[src/rtl/seg7_scan_driver_if.sv]
// Digit/control inputs and board-pin outputs of the 4-digit 7-segment scan driver.
// The driver takes the slave modport; the digit source and pin side take master.
interface seg7_scan_driver_if;
  logic       en;
  logic [3:0] A;
  logic [3:0] B;
  logic [3:0] C;
  logic [3:0] D;
  logic [3:0] dp_in;
  logic       lz_blank;
  logic [6:0] seg;
  logic       dp;
  logic [3:0] an;
  logic       frame_tick;

  modport master (
    output en, A, B, C, D, dp_in, lz_blank,
    input  seg, dp, an, frame_tick
  );

  modport slave (
    input  en, A, B, C, D, dp_in, lz_blank,
    output seg, dp, an, frame_tick
  );
endinterface

[src/rtl/seg7_scan_driver.sv]
// Time-multiplexed common-anode 7-segment driver: per-frame input snapshot,
// hex decode, leading-zero blanking and a dead-time gap before every digit.
module seg7_scan_driver #(
  parameter int unsigned DIGIT_CYCLES = 100000,
  parameter int unsigned BLANK_CYCLES = 1000
) (
  input logic            clk,
  input logic            reset,
  seg7_scan_driver_if.slave bus
);

  localparam int unsigned MAX_CYC = (DIGIT_CYCLES > BLANK_CYCLES) ? DIGIT_CYCLES : BLANK_CYCLES;
  localparam int unsigned CNT_W   = (MAX_CYC > 1) ? $clog2(MAX_CYC) : 1;
  localparam logic [CNT_W-1:0] DIGIT_LAST = CNT_W'(DIGIT_CYCLES - 1);
  localparam logic [CNT_W-1:0] BLANK_LAST = CNT_W'(BLANK_CYCLES - 1);

  localparam logic [1:0] IDLE  = 2'd0;
  localparam logic [1:0] BLANK = 2'd1;
  localparam logic [1:0] SHOW  = 2'd2;

  localparam logic [1:0] IDX_A = 2'd0;
  localparam logic [1:0] IDX_D = 2'd3;

  logic [1:0]       state, state_n;
  logic [1:0]       idx, idx_n;
  logic [CNT_W-1:0] cnt, cnt_n;
  logic [15:0]      snap_val, snap_val_n;   // {A,B,C,D}
  logic [3:0]       snap_dp, snap_dp_n;
  logic             snap_lz, snap_lz_n;

  logic [6:0] seg_q, seg_n;
  logic       dp_q, dp_n;
  logic [3:0] an_q, an_n;
  logic       tick_q, tick_n;

  logic       load;
  logic [3:0] digit;
  logic       lz_a, lz_b, lz_c, blanked;

  function automatic logic [6:0] glyph(input logic [3:0] v);
    case (v)
      4'h0: glyph = 7'h40;
      4'h1: glyph = 7'h79;
      4'h2: glyph = 7'h24;
      4'h3: glyph = 7'h30;
      4'h4: glyph = 7'h19;
      4'h5: glyph = 7'h12;
      4'h6: glyph = 7'h02;
      4'h7: glyph = 7'h78;
      4'h8: glyph = 7'h00;
      4'h9: glyph = 7'h10;
      4'hA: glyph = 7'h08;
      4'hB: glyph = 7'h03;
      4'hC: glyph = 7'h46;
      4'hD: glyph = 7'h21;
      4'hE: glyph = 7'h06;
      default: glyph = 7'h0E;
    endcase
  endfunction

  // Next-state logic and next values of the registered pin outputs.
  always_comb begin
    state_n    = state;
    idx_n      = idx;
    cnt_n      = cnt;
    load       = 1'b0;
    snap_val_n = snap_val;
    snap_dp_n  = snap_dp;
    snap_lz_n  = snap_lz;
    seg_n      = 7'h7F;
    dp_n       = 1'b1;
    an_n       = 4'b1111;
    tick_n     = 1'b0;
    digit      = 4'h0;
    lz_a       = 1'b0;
    lz_b       = 1'b0;
    lz_c       = 1'b0;
    blanked    = 1'b0;

    if (!bus.en) begin
      state_n = IDLE;
      idx_n   = IDX_A;
      cnt_n   = '0;
    end else begin
      case (state)
        IDLE: begin
          state_n = BLANK;
          idx_n   = IDX_A;
          cnt_n   = '0;
          load    = 1'b1;
        end
        BLANK: begin
          if (cnt == BLANK_LAST) begin
            state_n = SHOW;
            cnt_n   = '0;
          end else begin
            cnt_n = cnt + CNT_W'(1);
          end
        end
        SHOW: begin
          if (cnt == DIGIT_LAST) begin
            state_n = BLANK;
            cnt_n   = '0;
            if (idx == IDX_D) begin
              idx_n = IDX_A;
              load  = 1'b1;
            end else begin
              idx_n = idx + 2'd1;
            end
          end else begin
            cnt_n = cnt + CNT_W'(1);
          end
        end
        default: begin
          state_n = IDLE;
          idx_n   = IDX_A;
          cnt_n   = '0;
        end
      endcase
    end

    if (load) begin
      snap_val_n = {bus.A, bus.B, bus.C, bus.D};
      snap_dp_n  = bus.dp_in;
      snap_lz_n  = bus.lz_blank;
    end

    // A leading zero is blanked only while every more-significant digit is also zero.
    lz_a = snap_lz_n && (snap_val_n[15:12] == 4'h0);
    lz_b = lz_a && (snap_val_n[11:8] == 4'h0);
    lz_c = lz_b && (snap_val_n[7:4] == 4'h0);

    if (state_n == SHOW) begin
      case (idx_n)
        2'd0: begin an_n = 4'b0111; digit = snap_val_n[15:12]; blanked = lz_a; dp_n = ~snap_dp_n[3]; end
        2'd1: begin an_n = 4'b1011; digit = snap_val_n[11:8];  blanked = lz_b; dp_n = ~snap_dp_n[2]; end
        2'd2: begin an_n = 4'b1101; digit = snap_val_n[7:4];   blanked = lz_c; dp_n = ~snap_dp_n[1]; end
        default: begin an_n = 4'b1110; digit = snap_val_n[3:0]; blanked = 1'b0; dp_n = ~snap_dp_n[0]; end
      endcase
      seg_n  = blanked ? 7'h7F : glyph(digit);
      tick_n = (idx_n == IDX_D) && (cnt_n == DIGIT_LAST);
    end
  end

  always_ff @(posedge clk) begin
    if (reset) begin
      state    <= IDLE;
      idx      <= IDX_A;
      cnt      <= '0;
      snap_val <= '0;
      snap_dp  <= '0;
      snap_lz  <= 1'b0;
      seg_q    <= 7'h7F;
      dp_q     <= 1'b1;
      an_q     <= 4'b1111;
      tick_q   <= 1'b0;
    end else begin
      state    <= state_n;
      idx      <= idx_n;
      cnt      <= cnt_n;
      snap_val <= snap_val_n;
      snap_dp  <= snap_dp_n;
      snap_lz  <= snap_lz_n;
      seg_q    <= seg_n;
      dp_q     <= dp_n;
      an_q     <= an_n;
      tick_q   <= tick_n;
    end
  end

  assign bus.seg        = seg_q;
  assign bus.dp         = dp_q;
  assign bus.an         = an_q;
  assign bus.frame_tick = tick_q;

endmodule

[src/flat_wrapper.sv]
// flat-port wrapper written by rule: the top's interface ports become plain ports
module seg7_scan_driver_flat 
#(
  parameter int unsigned DIGIT_CYCLES = 100000,
  parameter int unsigned BLANK_CYCLES = 1000
)
  (clk, reset, bus_en, bus_A, bus_B, bus_C, bus_D, bus_dp_in, bus_lz_blank, bus_seg, bus_dp, bus_an, bus_frame_tick);
  seg7_scan_driver_if bus_i ();
  input logic clk;
  input logic reset;
  input wire logic [$bits(bus_i.en)-1:0] bus_en;
  input wire logic [$bits(bus_i.A)-1:0] bus_A;
  input wire logic [$bits(bus_i.B)-1:0] bus_B;
  input wire logic [$bits(bus_i.C)-1:0] bus_C;
  input wire logic [$bits(bus_i.D)-1:0] bus_D;
  input wire logic [$bits(bus_i.dp_in)-1:0] bus_dp_in;
  input wire logic [$bits(bus_i.lz_blank)-1:0] bus_lz_blank;
  output wire logic [$bits(bus_i.seg)-1:0] bus_seg;
  output wire logic [$bits(bus_i.dp)-1:0] bus_dp;
  output wire logic [$bits(bus_i.an)-1:0] bus_an;
  output wire logic [$bits(bus_i.frame_tick)-1:0] bus_frame_tick;
  assign bus_i.en = bus_en;
  assign bus_i.A = bus_A;
  assign bus_i.B = bus_B;
  assign bus_i.C = bus_C;
  assign bus_i.D = bus_D;
  assign bus_i.dp_in = bus_dp_in;
  assign bus_i.lz_blank = bus_lz_blank;
  assign bus_seg = bus_i.seg;
  assign bus_dp = bus_i.dp;
  assign bus_an = bus_i.an;
  assign bus_frame_tick = bus_i.frame_tick;
  seg7_scan_driver #(.DIGIT_CYCLES(DIGIT_CYCLES), .BLANK_CYCLES(BLANK_CYCLES)) u_core (.clk(clk), .reset(reset), .bus(bus_i));
endmodule
[config.mk]
export PLATFORM = sky130hd
export DESIGN_NAME = seg7_scan_driver_flat
export DESIGN_NICKNAME = d
export VERILOG_FILES = /design/src/rtl/seg7_scan_driver_if.sv /design/src/rtl/seg7_scan_driver.sv /design/src/flat_wrapper.sv
export SDC_FILE = /design/constraint.sdc
export NUM_CORES = 1
export LEC_CHECK = 0
export ABC_CLOCK_PERIOD_IN_PS = 3200
export CAP_MARGIN = 20
export CORE_UTILIZATION = 30
export CTS_CLUSTER_DIAMETER = 50
export DETAILED_ROUTE_END_ITERATION = 10
export GPL_TIMING_DRIVEN = 0
export PLACE_DENSITY = 0.56
export SYNTH_ARGS = -nofsm -noshare
export SYNTH_HDL_FRONTEND = slang
export SYNTH_SLANG_ARGS = --single-unit
[constraint.sdc]
create_clock -name clk -period 3.2 [get_ports clk]
set_input_delay 0.48 -clock clk [delete_from_list [all_inputs] [get_ports clk]]
set_output_delay 0.48 -clock clk [all_outputs]
set_load 0.01 [all_outputs]
== Word-level counts from Yosys, hierarchy flattened ==
Memory sizes are Yosys's and may differ from the RTL's. A register that Yosys moved wholly into a read port is not among the register bits.
Cells that the tools add are included.

* Register bits: 48
* Latch bits: 0
* Memories: 1
* RAM bits: 0
* Logic and storage cells: 63
* Bits in read-only memories: 112
* Input port bits: 24
* Output and inout port bits: 13

* Bitwise gates (word level): 5
* Order comparisons: 0
* Shifts and indexed selects: 0
* Reduce and logical (&&, ||, !) cells: 11
* Divide/modulo/power cells: 0
* Muxes and demuxes: 25
* $mul: 0
* Equality and inequality tests: 10
* $add $sub $neg: 2

{| class="wikitable"
|+ Memory list
! memory !! words !! bits a word !! rd ports !! clocked after Yosys merged registers in !! wr ports !! RTL line !! text
|-
| (name not given) || 16 || 7 || 1 || 1 || 0 || seg7_scan_driver.sv:41 || <nowiki>case (v)</nowiki>
|}

{| class="wikitable"
|+ Operators by type and width
! operator !! number
|-
| 17-bit two-way mux || 3
|-
| 17-bit == test (second input constant) || 2
|-
| 17-bit one-hot mux with 2 select lines || 1
|-
| 4-bit one-hot mux with 3 select lines || 2
|-
| 17-bit by 1-bit adder with 17-bit output (second input constant) || 1
|-
| 17-bit by 10-bit == test with 1-bit output (second input constant) || 1
|-
| 16-bit two-way mux || 1
|-
| 4-bit zero test || 3
|-
| 2-bit two-way mux || 6
|-
| 2-bit == test (second input constant) || 5
|-
| 4-bit two-way mux || 2
|-
| 1-bit one-hot mux with 3 select lines || 2
|-
| 2-bit one-hot mux with 3 select lines || 1
|-
| 1-bit two-way mux || 5
|-
| 1-bit NOT || 5
|-
| 2-bit by 1-bit == test with 1-bit output (second input constant) || 2
|-
| 1-bit logical AND || 4
|-
| 2-bit zero test || 2
|-
| 2-bit one-hot mux with 2 select lines || 1
|-
| 3-bit OR reduction || 1
|-
| 2-bit by 1-bit adder with 2-bit output (second input constant) || 1
|-
| 1-bit one-hot mux with 2 select lines || 1
|-
| 2-bit OR reduction || 1
|}

== Logic depth before layout (Yosys ltp) ==
Gate-level depths: netlist (run 1).

* Depth after elaboration: 13
* Depth in mapped cells: 16
* Gate-level depth less buffers: 15

== Worst setup path after synthesis (run 1) ==
Ideal clock, no wire load.

* Path type: register to register
* Start point: register u_core.cnt[13]
* End point: register u_core.seg_q[3] (netlist: u_core.bus.seg[3])
* Setup slack: -155 ps
* Cell stages (with the launch flop): 16
* Data required time: 3045 ps
* Arrival time: 3199 ps
* Buffers on the path: 2
* Period minus slack after synthesis: 3355 ps
* Library setup time: 155 ps
* Path through: dfxtp_1 > buf_6 > or4_4 > or4_4 > buf_6 > o21bai_4 > nand2_2 > mux2i_1 > o22ai_1 > o31ai_2 > inv_1 > ha_1 > inv_1 > nor2_1 > o21ai_1 > o2111ai_1

* Longest elaborated chain between the ends: 12
* Elaborated cells on any way between the ends: 30
* Those cells by class: eq/ne: 5; mux: 16; bitwise: 1; reduce/logical: 8

{| class="wikitable"
|+ Ends and longest elaborated chain
! what !! RTL line !! text
|-
| start, declared || seg7_scan_driver.sv:26 || <nowiki>logic [CNT_W-1:0] cnt, cnt_n;</nowiki>
|-
| start signal, assigned || seg7_scan_driver.sv:160 || <nowiki>cnt <= cnt_n;</nowiki>
|-
| 17-bit == test || seg7_scan_driver.sv:101 || <nowiki>if (cnt == DIGIT_LAST) begin</nowiki>
|-
| 1-bit two-way mux || seg7_scan_driver.sv:101 ||
|-
| 1-bit one-hot mux with 2 select lines || seg7_scan_driver.sv:85 || <nowiki>case (state)</nowiki>
|-
| 1-bit two-way mux || seg7_scan_driver.sv:80 || <nowiki>if (!bus.en) begin</nowiki>
|-
| 16-bit two-way mux || seg7_scan_driver.sv:122 || <nowiki>if (load) begin</nowiki>
|-
| 4-bit zero test || seg7_scan_driver.sv:129 || <nowiki>lz_a = snap_lz_n && (snap_val_n[15:12] == 4'h0);</nowiki>
|-
| 1-bit logical AND || seg7_scan_driver.sv:129 ||
|-
| 1-bit logical AND || seg7_scan_driver.sv:130 || <nowiki>lz_b = lz_a && (snap_val_n[11:8] == 4'h0);</nowiki>
|-
| 1-bit logical AND || seg7_scan_driver.sv:131 || <nowiki>lz_c = lz_b && (snap_val_n[7:4] == 4'h0);</nowiki>
|-
| 1-bit one-hot mux with 3 select lines || seg7_scan_driver.sv:134 || <nowiki>case (idx_n)</nowiki>
|-
| 1-bit two-way mux || seg7_scan_driver.sv:133 || <nowiki>if (state_n == SHOW) begin</nowiki>
|-
| 3-bit OR reduction (no source line) || -- ||
|-
| end, declared || seg7_scan_driver.sv:31 || <nowiki>logic [6:0] seg_q, seg_n;</nowiki>
|}

Parallel ways exist; a longest one is shown, timed or not. The select of a mux whose other input is x is not followed.
A chain may end at the register's enable or synchronous reset.

== Worst setup path in the final report (run 1) ==
* Start point: register u_core.cnt[11]
* End point: register u_core.seg_q[3] (netlist: u_core.bus.seg[3])

The elaborated chain is that of the path after synthesis.

==> results.ini, run 1 <==
[cells_and_area]
final_area_mm2 = 0.004156
drive_above_1_share_pct = 25.23
synthToLayoutAreaGrowth_pct = 35.59
num-nets-final = 466
nFillCells = 1014
antenna_cells = 0
layout_common_cells = dfxtp_1, nor2_1, nand2_1
final_common_cell = dfxtp_1

[floorplan]
rows = 36
coreArea_mm2 = 0.009819
initial_core_util_pct = 31.22
dieArea_mm2 = 0.01063
ioPinCount = 37
fp.dieW_um = 103.1
die_h_um = 103.1

[worst_hold_path]
min_from = u_core.snap_lz
hold_class = reg2reg
hold-path-cell-count = 2
holdPathEnd = u_core.snap_lz

[clocking]
clk_pin_slew_ns = 0.12
cts_tree = yes
numClockSinks = 55
cts_max_level = 2
cts_buffers = 5
hold_buffers = 0
cts-root-buf = clkbuf_8
cts_buffer_depth = 2
clk_latency_ns = 0.32

[synth]
netlist.area_leader.share_pct = 35.92
syn_inst = 359
yosysSeqAreaShare_pct = 35.92
syn_area_mm2 = 0.003065
ys_ff_latch = 55
yosys-top-cells-area = dfxtp_1, nor2_1, nand2_1, ha_1, mux2i_1
avgSynthCellArea_um2 = 8.539
synth_top_cell_by_area = dfxtp_1
async_flop_share_pct = 0
yosys_warnings = 0
synth.distinct_cells = 66
synth_flop_cell = dfxtp_1
syn_nets = 394
synth_edf_count = 0

[routing]
drc_errors = 0
vias = 2793
wl_mm = 7.976
drtPass1Iterations = 5
viasPerCell = 4.943
avgRoutedWirePerCell_um = 14.12
drtIter0Drc = 89
final_antenna_net_count = 0

[sta]
clock_skew_ns = 0.02048
setup_slack_ns = -0.1418
slew_viol_final = 0
hold_viol = 0
fmax_mhz = 299.2
layout_worst_path_cycle_share_pct = 104.4
tightest_slew_ns = 0.4785
rsz0062_at_grt = yes
min_period_ns = 3.342
slew_headroom_pct = 68.10
setup_viol = 6

[critical_path]
worst_r2r_path_depth = 13
worstReg2RegEnd = u_core.bus.seg[3]
r2r_start = u_core.cnt[11]
cp_max_fo = 5
cp-end-kind = flip-flop
ff2ff_setup_slack_ns = -0.14
required_ns = 3.39
crit_path_start_kind = flip-flop
crit_arrival_ns = 3.54
path_class = reg2reg

[placed_design]
dpl-instance-area_mm2 = 0.003597
portBuffers = 36
place_congestion = 0.7984
place_ws_ns = -0.5959
hpwl_mm = 5.429

[pwr]
p_per_area_mw_per_mm2 = 324.6
power.leakage_nw = 1.514
vdd_drop_max_uv = 188.5

[grt]
grt_pass1_vias = 2541
grt_max_degree = 19
grt_use_total_pct = 15.13
grt_antenna_before_repair = 0
grt-ovfl-total = 0
grt_pass1_wl_mm = 12.49

[flow_run]
maxCapViolCount = 0

[run_status]
status = finished with violations
violations = setup timing

-- routing by layer --
| layer | share of wire [%] | vias up | GRT usage [%] |
|---|---|---|---|
| li1 | - | 1411 | - |
| met1 | 46 | 1299 | 19.45 |
| met2 | 47 | 69 | 25.69 |
| met3 | 4.4 | 14 | 2.441 |
| met4 | 2.1 | 0 | 5.200 |
| met5 | 0 | - | 0 |
-- report_power, final --
part           total, mW  switching, mW  leakage (nW)  internal (mW)
registers          0.708        0.00898         0.450          0.699
clock network      0.407          0.249        0.0485          0.158
logic              0.234          0.110          1.02          0.124
-- cells in the mapped netlist (3+ instances only) --
master,n
ha_1,11
or3_1,4
nor3_1,3
buf_2,4
mux2i_1,12
nand3_1,15
inv_1,14
nand2_1,39
nor2_1,49
and3_1,4
a31oi_1,5
o22ai_1,4
and2_1,6
clkbuf_1,7
xor2_1,8
a21boi_0,5
nand4_1,4
a21oi_1,13
nor4_1,5
dfxtp_1,55
buf_6,4
o211ai_1,5
o21ai_0,10
xnor2_1,7
o41ai_1,4
buf_4,3
o21ba_2,5
and3_2,4
nand2b_1,4
-- cell type report --
class | count | area, um2 | share of cell area (%)
multi-input cells | 269 | 1986 | 47.77
flip-flops and latches | 55 | 1111 | 26.73
repair buffers | 71 | 658.1 | 15.83
well taps | 133 | 166.4 | 4.004
plain buffers | 14 | 87.58 | 2.107
clock buffers | 5 | 68.82 | 1.656
inverters | 15 | 56.30 | 1.355
clock inverters | 3 | 22.52 | 0.5418
-- worst max-delay path by stage --
stage / to / startpoint / cells after the start
4_1_cts: u_core.bus.seg[0] / u_core.cnt[11] / 12
3_5_place_dp: u_core.bus.seg[3] / u_core.cnt[13] / 15
5_1_grt: u_core.bus.seg[3] / u_core.cnt[11] / 13
2_1_floorplan: u_core.bus.seg[3] / u_core.cnt[13] / 15
3_3_place_gp: u_core.bus.seg[3] / u_core.cnt[13] / 15
6_report: u_core.bus.seg[3] / u_core.cnt[11] / 13
-- registers in the layout, summed over array words and instances, names as in the netlist --
register and cells:
u_core.state 2, u_core.bus.dp 1, u_core.snap_val 16, u_core.bus.frame_tick 1
u_core.bus.seg 7, u_core.snap_dp 4, u_core.cnt 17, u_core.bus.an 4
u_core.idx 2, u_core.snap_lz 1
-- through the flow --
stage | hold WS [ns] | power [mW] | util (%) | setup TNS, ns | std cells
after CTS | 0.4699 | 1.337 | 40.07 | -0.3401 | 553
after global placement | 0.4450 | 0.8967 | 36.63 | -3.321 | 528
after detailed placement | 0.4528 | 0.8976 | 36.63 | -3.542 | 528
final | 0.4658 | 1.349 | 42.33 | -0.4683 | 565
after floorplan | 0.4366 | 0.8372 | - | -0.1002 | 359
after global routing | 0.5052 | 1.406 | 42.33 | -1.181 | 565
-- repair_timing --
item,CTS,global route
setup endpoints to repair,7,7
setup buffers,23,12
pin swaps,12,4
gates resized for setup,28,27
-- cell families (layout without fill, tap and decap cells) --
logic type / Yosys count / in the layout / synth area share (%)
AO/OA/AOI/OAI: 78 / 78 / 20.49
XOR/XNOR: 15 / 15 / 4.286
adder cells (fa/ha/maj): 11 / 11 / 4.490
buffers and inverters: 35 / 108 / 5.918
flip-flops: 55 / 55 / 35.92
multiplexers: 13 / 13 / 4.408
AND/OR/NAND/NOR: 152 / 152 / 24.49
-- critical path, stage by stage (launching register included) --
cell and delay (ns):
dfxtp_4 0.35, or4_4 0.54, or4_4 0.58, o21bai_4 0.21
buf_6 0.15, a21boi_2 0.07, o311ai_2 0.37, a32o_2 0.29
buf_6 0.12, ha_4 0.19, inv_2 0.06, nor2_1 0.04
o21ai_1 0.12, o2111ai_1 0.12
No activity file was read; power rests on OpenSTA's default activity.
==> inputs of run 2 (changes only) <==
--- a/config.mk
+++ b/config.mk
@@ -5,12 +5,14 @@
 export SDC_FILE = /design/constraint.sdc
 export NUM_CORES = 1
 export LEC_CHECK = 0
+export ABC_AREA = 0
 export ABC_CLOCK_PERIOD_IN_PS = 3200
 export CAP_MARGIN = 20
+export CORE_MARGIN = 8
 export CORE_UTILIZATION = 30
 export CTS_CLUSTER_DIAMETER = 50
 export DETAILED_ROUTE_END_ITERATION = 10
-export GPL_TIMING_DRIVEN = 0
+export GPL_TIMING_DRIVEN = 1
 export PLACE_DENSITY = 0.56
 export SYNTH_ARGS = -nofsm -noshare
 export SYNTH_HDL_FRONTEND = slang
==> run 2 against run 1 <==
Net effect:
- the flow now finishes without violations
- critical path depth did not move
- first-iteration DRC count rose by 10%
- sequential cell count did not move
- register-to-register slack improved by 0.16 ns
- non-clock buffer count did not move
==> results.ini, run 2 (synthesis gave the netlist of run 1 again) <==
[run_status]
status = complete, no violations

[sta]
hold_viol = 0  ; unchanged
layout_worst_path_cycle_share_pct = 99.59  ; -4.8 points
fmax_mhz = 313.8  ; +4.9%
setup_tns_ns = 0  ; +0.4683 ns
min_period_ns = 3.187  ; -0.1550 ns
slew_headroom_pct = 53.90  ; -14 points
setup_slack_ns = 0.01324  ; +0.1550 ns
rsz0062_at_grt = yes
whs_ns = 0.4787  ; +0.01292 ns
slew_viol_final = 0  ; unchanged
clock_skew_ns = 0.01448  ; -0.006000 ns
setup_viol = 0  ; -6
tightest_slew_ns = 0.6916  ; +0.2130 ns

[cells_and_area]
nFillCells = 1011  ; -0.30%
antenna_cells = 0  ; unchanged
max_flop_register = u_core.cnt
synthToLayoutAreaGrowth_pct = 31.67
final_util_pct = 39.81  ; -2.5 points
final_common_cell = dfxtp_1
layout_common_cells = dfxtp_1, nor2_1, buf_4
num-nets-final = 466  ; unchanged
final_cell_count_no_fill = 568  ; +0.53%
largest_register_ffs = 17  ; unchanged
drive_above_1_share_pct = 23.38  ; -1.9 points

[worst_hold_path]
hold-path-cell-count = 2  ; unchanged
hold_class = reg2reg
holdPathEnd = u_core.snap_lz
min_from = u_core.snap_lz

[grt]
grt-ovfl-total = 0  ; unchanged
grt_pass1_wl_mm = 13.18  ; +5.5%
grt_pass1_vias = 2729  ; +7.4%
grt_use_total_pct = 12.15  ; -3.0 points
grt_antenna_before_repair = 0  ; unchanged
grt_max_degree = 25  ; +6

[clocking]
cts-root-buf = clkbuf_8
cts_buffers = 5  ; unchanged
cts_tree = yes
cts_buffer_depth = 2  ; unchanged
clk_latency_ns = 0.32  ; about the same
numClockSinks = 55  ; unchanged
clk_pin_slew_ns = 0.12  ; about the same
cts_max_level = 2  ; unchanged

[routing]
viasPerCell = 4.919  ; -0.49%
avgRoutedWirePerCell_um = 14.52  ; +2.9%
drtPass1Iterations = 4  ; -1
vias = 2794  ; +0.036%
drc_errors = 0  ; unchanged
wl_mm = 8.250  ; +3.4%
final_antenna_net_count = 0  ; unchanged
drtIter0Drc = 98  ; +10%

[critical_path]
ff2ff_setup_slack_ns = 0.01  ; +0.16 ns
crit_family = simple AND/OR/NAND/NOR gates
worst_r2r_path_depth = 13  ; unchanged
cp_num_buf_inv = 2  ; -1
cpMaxStageDelayCell = or4_4
crit_arrival_ns = 3.37  ; -0.17 ns
cp_max_fo = 7  ; +2
slowest_delay_ns = 0.52  ; -0.06 ns
r2r_start = u_core.cnt[11]
worstReg2RegEnd = u_core.bus.seg[3]
cp-end-kind = flip-flop
path_class = reg2reg
cpMostUsedCell = or4_4
required_ns = 3.39  ; about the same
crit_path_start_kind = flip-flop
cp_cell_sequence = or4_4, or4_4, o21bai_4, nand2_4, mux2i_2, o22ai_2, o31ai_2, inv_1, ha_1, inv_2, nor2_1, o21ai_1, o2111ai_1

[floorplan]
ioPinCount = 37  ; unchanged
dieArea_mm2 = 0.01371  ; +29%
rows = 37  ; +2.8%
coreArea_mm2 = 0.01014  ; +3.2%
fp.dieW_um = 117.1  ; +14%
initial_core_util_pct = 30.24  ; -0.98 points
die_h_um = 117.1  ; +14%

[pwr]
p_per_area_mw_per_mm2 = 331.4  ; +2.1%
power.leakage_nw = 1.494  ; -1.3%
vdd_drop_max_uv = 195.7  ; +3.8%

[placed_design]
portBuffers = 36  ; unchanged
dp_cells = 548  ; +3.8%
place_ws_ns = -0.1275  ; +0.4684 ns
hpwl_mm = 6.081  ; +12%
place_congestion = 0.8400  ; +5.2%

[flow_run]
maxCapViolCount = 0  ; unchanged

[run 2: cell count changes in the layout (fill, tap and decap cells not counted), moves of 3 or more]
cell / before / now
buf_2: 4 / 0
buf_4: 29 / 48
buf_6: 9 / 1
clkbuf_1: 5 / 0
dfxtp_1: 51 / 54
ha_1: 6 / 10
ha_4: 3 / 0
[run 2: worst max-delay path by stage]
| stage | start | to | slack, ns | cells after the start |
|---|---|---|---|---|
| CTS | u_core.cnt[11] | u_core.bus.seg[3] | 0.007 | 12 |
| global placement | u_core.cnt[11] | u_core.bus.seg[3] | -0.08 | 11 |
| floorplan | u_core.cnt[13] | u_core.bus.seg[3] | -0.08 | 15 |
| global route | u_core.cnt[11] | u_core.bus.seg[3] | -0.16 | 13 |
| detailed placement | u_core.cnt[11] | u_core.bus.seg[3] | -0.13 | 11 |
| finish | u_core.cnt[11] | u_core.bus.seg[3] | 0.01 | 13 |
[run 2: metal layers]
layer	global-route usage [%]	wire, um	up-vias
met5	0	0	-
met4	3.498	63	0
met3	2.309	432	6
met2	20.45	3884	62
met1	15.44	3869	1318
li1	-	-	1408
[run 2: metrics by stage]
step	total power, mW	area (um2)
global route	1.395	4036
floorplan	0.8372	3070
detailed placement	0.9025	3754
CTS	1.329	3857
global placement	0.9011	3754
finish	1.338	4036
[run 2: final cells by class]
cell class	count	area, um2	area share (%)
inverter	15	56.30	1.395
tap	136	170.2	4.216
timing repair buffer	85	732.0	18.13
sequential	55	1102	27.31
clock inverter	3	27.53	0.6820
multi-input combinational	269	1879	46.56
clock buffer	5	68.82	1.705
[run 2: worst min-delay path, stage by stage (launching register included)]
cell	delay (ns)
dfxtp_1	0.34
nand2_1	0.05
a21oi_1	0.05
[run 2: power by group]
| group | internal (mW) | switching [mW] |
|---|---|---|
| logic | 0.107 | 0.0984 |
| clock network | 0.163 | 0.259 |
| registers | 0.701 | 0.00869 |
| total | 0.972 | 0.366 |
[run 2: repair_timing]
item	4_1_cts	5_1_grt
resized for setup	1	23
hold buffers	0	0
setup endpoints to repair	5	7
pin swaps	1	6
buffers inserted	1	11
